[src/rtl/instr_fetch_unit.sv]
// Instruction fetch stage: walks the code ROM from a program counter,
// assembles one- and two-word instructions and hands them to the decoder
// through a 2-entry buffer. Decoder redirects (jump/call/return) flush
// everything in flight and restart fetch at the new target.
//
// Handshake: the decoder consumes the buffer head on a rising edge where
// instr_valid && instr_ready are both high. instr_valid never depends
// combinationally on instr_ready, and the head outputs stay stable until
// they are consumed, a redirect flushes them, or reset clears them.
module instr_fetch_unit #(
  parameter int                    ADDR_WIDTH = 16,
  parameter logic [ADDR_WIDTH-1:0] RESET_ADDR = '0
) (
  input  logic                  clk,
  input  logic                  reset,
  output logic [ADDR_WIDTH-1:0] code_addr,
  input  logic [15:0]           code_content,
  output logic                  instr_valid,
  input  logic                  instr_ready,
  output logic [15:0]           instr_word,
  output logic [15:0]           instr_ext,
  output logic                  instr_has_ext,
  output logic [ADDR_WIDTH-1:0] instr_addr,
  input  logic                  jump_valid,
  input  logic [ADDR_WIDTH-1:0] jump_target,
  output logic                  dbg_state_o
);

  typedef enum logic {
    FIRST = 1'b0,
    EXT   = 1'b1
  } state_t;

  typedef struct packed {
    logic [15:0]           word;
    logic [15:0]           ext;
    logic                  has_ext;
    logic [ADDR_WIDTH-1:0] addr;
  } entry_t;

  localparam logic [ADDR_WIDTH-1:0] PC_ONE = 1;

  state_t                state_q, state_d;
  logic [ADDR_WIDTH-1:0] pc_q, pc_d;
  logic [15:0]           stage_word_q, stage_word_d;
  logic [ADDR_WIDTH-1:0] stage_addr_q, stage_addr_d;
  entry_t                slot0_q, slot0_d;
  entry_t                slot1_q, slot1_d;
  logic [1:0]            count_q, count_d;

  logic                  pop;
  logic                  fetch_en;
  logic                  two_word;
  logic                  push;
  logic [1:0]            wr_idx;
  entry_t                push_entry;

  // Datapath decisions for this cycle: handshake, fetch enable, what to push.
  always_comb begin
    pop      = (count_q != 2'd0) && instr_ready;
    fetch_en = (count_q != 2'd2) || pop;
    two_word = (code_content[7:0] == 8'hA0) ||
               (code_content[15:12] == 4'hD) ||
               (code_content[15:12] == 4'hE);
    push     = fetch_en && ((state_q == EXT) || !two_word);
    wr_idx   = count_q - {1'b0, pop};
    push_entry = '0;
    if (state_q == EXT) begin
      push_entry.word    = stage_word_q;
      push_entry.ext     = code_content;
      push_entry.has_ext = 1'b1;
      push_entry.addr    = stage_addr_q;
    end else begin
      push_entry.word    = code_content;
      push_entry.ext     = 16'h0000;
      push_entry.has_ext = 1'b0;
      push_entry.addr    = pc_q;
    end
  end

  // Next-state logic: FSM, PC, staging register and buffer; redirect wins.
  always_comb begin
    state_d      = state_q;
    pc_d         = pc_q;
    stage_word_d = stage_word_q;
    stage_addr_d = stage_addr_q;
    slot0_d      = slot0_q;
    slot1_d      = slot1_q;
    count_d      = count_q;

    if (jump_valid) begin
      // Flush: the handshake this cycle still counts for the decoder, but
      // the buffer is emptied and no new word is taken.
      pc_d    = jump_target;
      state_d = FIRST;
      count_d = 2'd0;
    end else begin
      if (fetch_en) begin
        pc_d = pc_q + PC_ONE;
        if (state_q == FIRST) begin
          stage_word_d = code_content;
          stage_addr_d = pc_q;
          if (two_word) state_d = EXT;
        end else begin
          state_d = FIRST;
        end
      end
      if (pop) slot0_d = slot1_q;
      if (push) begin
        if (wr_idx == 2'd0) slot0_d = push_entry;
        else                slot1_d = push_entry;
      end
      count_d = count_q + {1'b0, push} - {1'b0, pop};
    end
  end

  // State registers with synchronous reset; reset also drops any staged opcode.
  always_ff @(posedge clk) begin
    if (reset) begin
      state_q      <= FIRST;
      pc_q         <= RESET_ADDR;
      stage_word_q <= 16'h0000;
      stage_addr_q <= '0;
      slot0_q      <= '0;
      slot1_q      <= '0;
      count_q      <= 2'd0;
    end else begin
      state_q      <= state_d;
      pc_q         <= pc_d;
      stage_word_q <= stage_word_d;
      stage_addr_q <= stage_addr_d;
      slot0_q      <= slot0_d;
      slot1_q      <= slot1_d;
      count_q      <= count_d;
    end
  end

  // All outputs come straight from registers.
  assign code_addr     = pc_q;
  assign instr_valid   = (count_q != 2'd0);
  assign instr_word    = slot0_q.word;
  assign instr_ext     = slot0_q.ext;
  assign instr_has_ext = slot0_q.has_ext;
  assign instr_addr    = slot0_q.addr;
  assign dbg_state_o   = (state_q == EXT);

endmodule

[config.mk]
export PLATFORM = sky130hd
export DESIGN_NAME = instr_fetch_unit
export DESIGN_NICKNAME = d
export VERILOG_FILES = /design/src/rtl/instr_fetch_unit.sv
export SDC_FILE = /design/constraint.sdc
export NUM_CORES = 1
export LEC_CHECK = 0
export CAP_MARGIN = 20
export CORE_ASPECT_RATIO = 0.8
export CORE_UTILIZATION = 42
export DETAILED_ROUTE_END_ITERATION = 7
export GPL_TIMING_DRIVEN = 0
export PLACE_DENSITY = 0.73
export SLEW_MARGIN = 10
export SYNTH_ARGS = -nofsm -noshare
export SYNTH_HDL_FRONTEND = slang
export SYNTH_SLANG_ARGS = --single-unit
export TNS_END_PERCENT = 1
[constraint.sdc]
create_clock -name clk -period 4.15 [get_ports clk]
set_input_delay 1.245 -clock clk [delete_from_list [all_inputs] [get_ports clk]]
set_output_delay 1.245 -clock clk [all_outputs]
set_load 0.005 [all_outputs]
==> reports/metrics.cfg <==
[route]
drt-wirelength-per-cell_um = 17.8
vias = 6098
ant_nets = 0
drt-vias-per-instance = 5.52
drt_iter0_drc = 555
drc = 0
drtPass1Iterations = 5
routed_wirelength_mm = 19.7

[setup_path]
cp_max_fo = 10
slowest_stage = nor4_1
critPathKind = primary input to register
reg2regPathDepth = 10
r2r_start = dbg_state_o$_SDFFE_PP0P_
crit_family = compound AO/OA/AOI/OAI gates
required_ns = 4.50
cpPeakStageDelay_ns = 0.55
critPathCaptureType = register
critPathLaunchType = primary input
reg2reg_setup_slack_ns = 1.74
rr_endpoint = count_q[1]$_SDFF_PP0_
worstPathArrival_ns = 3.69
path_cells = clkdlybuf4s50_1, nor4_1, a32oi_2, o21ai_4, buf_6, mux2_2, o22ai_1
cp.buffers_inverters = 2

[placed_design]
portBuffers = 101
dp_cells = 1073
placed_area_sq_mm = 0.00810
dp_hpwl_mm = 13.8
dp_slack_ns = 0.419
gp_congestion = 0.833

[sta]
max_freq_ghz = 0.299
hold_violations = 0
fin_crit_ns = 3.34
tightest_slew_ns = 0.798
finalMaxSlewViolations = 0
rsz0062_at_grt = no
setup_viol = 0
slew_headroom_pct = 46.8
finalCritPeriodShare_pct = 80.5
tns_ns = 0
worst_slack_ns = 0.810
finClkSkew_ns = 0.00628

[power]
p_sw_mw = 0.934
p_leak_nw = 3.12
power_mw = 3.71
peakVddDrop_mv = 0.296
switching_share_pct = 25.2
internal-power_mw = 2.77
p_comb_share_pct = 14.8
power.density_mw_per_mm2 = 427
clockPowerShare_pct = 42.9
pwr-share-seq_pct = 42.3

[clocking]
root_buffer = clkbuf_16
htree_levels = 4
clock_latency_ns = 0.43
cts_resized = 0
tritoncts = done
clock_sinks = 149
post_cts_buffers = 0
hold_buffers = 0
cts_buffers = 17
clk_pin_slew_ns = 0.06
cts_buffer_depth = 2

[floorplanning]
num_rows = 41
design.portCount = 103
core_sq_mm = 0.0158
chipHeight_um = 116
die_w_um = 144
die_area_sq_mm = 0.0167
start_util_pct = 43.1

[global_routing]
grt_pass1_vias = 5680
grt_overflow_total = 0
grt_max_degree = 17
grt_pass1_wl_mm = 31.0
grt_antenna_before_repair = 0
grt_use_total_pct = 24.6

[cells_and_area]
num_antenna_cells = 0
instances_no_fill = 1104
final_area_sq_mm = 0.00869
layout_commonest_cell = dfxtp_1
drive_gt1_share_pct = 12.1
area_growth_pct = 27.5
fin_nets = 916
final_cell_mix = dfxtp_1 (149), nand2_1 (105), clkdlybuf4s50_1 (101)

[yosys]
synth_warnings = 0
syn_inst = 757
synth.distinct_cells = 47
synth_edf_count = 0
synth_area_sq_mm = 0.00682
ys_seq_area_share_pct = 43.8
async_flop_share_pct = 0
yosys_most_used_dff = dfxtp_1
synthesis.nets = 796
syn_area_per_cell_sq_um = 9.00
ys_seq_elements = 149

[min_path]
min_delay_path_depth = 2
hold_path_class = register to register
hold-path-endpoint = stage_addr_q[7]$_SDFFE_PP0P_
min-delay-start = stage_addr_q[7]$_SDFFE_PP0P_

[status]
outcome = complete, no violations

[run]
cap_violations = 0

==> worst max path at each step <==
stage / from / to / slack [ns] / cells past startpoint
5_1_grt: code_content[0] / count_q[1]$_SDFF_PP0_ / 0.62 / 10
4_1_cts: code_content[0] / instr_word[0]$_SDFFE_PP0N_ / 0.82 / 7
3_3_place_gp: code_content[0] / count_q[1]$_SDFF_PP0_ / 0.40 / 10
3_5_place_dp: code_content[0] / instr_word[0]$_SDFFE_PP0N_ / 0.42 / 7
6_report: code_content[0] / instr_addr[11]$_SDFFE_PP0N_ / 0.81 / 7
2_1_floorplan: code_content[12] / count_q[1]$_SDFF_PP0_ / 1.34 / 9
==> layer usage <==
| layer | track usage (%) | share of wire [%] | up-vias |
|---|---|---|---|
| li1 | - | - | 2933 |
| met1 | 35.2 | 47 | 2888 |
| met2 | 36.1 | 44 | 253 |
| met3 | 5.37 | 7.5 | 24 |
| met4 | 8.98 | 1.8 | 0 |
| met5 | 0 | 0 | - |
==> power by group through the flow <==
stage	logic, mW	clock network, mW	registers, mW
6_report	0.549	1.59	1.57
2_1_floorplan	0.320	0	1.59
3_3_place_gp	0.533	0	1.60
3_5_place_dp	0.541	0	1.60
4_1_cts	0.546	1.60	1.57
5_1_grt	0.599	1.66	1.58
==> state kept, by name (all words and copies together) (netlist names) <==
register / flops
slot1_q: 49
code_addr: 16
instr_addr: 16
instr_ext: 16
instr_word: 16
stage_addr_q: 16
stage_word_q: 16
count_q: 2
dbg_state_o: 1
instr_has_ext: 1
==> per-stage QoR <==
step	util (%)	hold slack, ns
after CTS	55.0	0.455
after floorplan	-	0.436
final	55.0	0.455
after global placement	51.2	0.440
after detailed placement	51.2	0.447
after global routing	55.0	0.470
==> cells in the mapped netlist, types with 4 or more instances <==
library cell | n | area [sq um]
a211oi_1 | 42 | 315
a21oi_1 | 41 | 205
a221oi_1 | 15 | 131
a22oi_1 | 17 | 128
buf_2 | 16 | 80.1
buf_4 | 7 | 52.6
buf_6 | 6 | 67.6
clkbuf_1 | 38 | 143
dfxtp_1 | 149 | 2980
inv_1 | 8 | 30.0
mux2_2 | 42 | 473
mux2i_1 | 60 | 601
nand2_1 | 105 | 394
nand2b_1 | 8 | 50.1
nand3_1 | 4 | 20.0
nor2_1 | 83 | 312
nor2b_1 | 8 | 50.1
nor3_1 | 20 | 100
o22ai_1 | 26 | 163
o32ai_1 | 5 | 43.8
or3_1 | 5 | 31.3
xnor2_1 | 13 | 114
xor2_1 | 4 | 35.0
==> cells by family after synthesis <==
logic type	Yosys count	synth area share, %
xor+xnor	17	2.18
compound gates	156	15.8
fa+ha+maj	3	0.551
flops	149	43.8
mux	102	15.8
simple gates	253	16.4
buf+inv	77	5.60
==> worst register-to-register path, stage by stage (launching register included) <==
cell and delay (ns):
dfxtp_1 0.36, buf_4 0.18, buf_6 0.17, clkbuf_1 0.50, o21ai_0 0.21, ha_1 0.31
inv_1 0.04, ha_1 0.18, xor2_1 0.16, xnor2_1 0.13, nor2_1 0.05
==> cell type report <==
type                            count  area, sq um
Clock inverter                     10          156
Fill cell                        1435         7110
Multi-Input combinational cell    531         3450
Buffer                             69          352
Clock buffer                       21          440
Timing Repair Buffer              101         1010
Inverter                            8         30.0
Tap cell                          215          269
Sequential cell                   149         2980
Power figures use the tool's default switching activity.
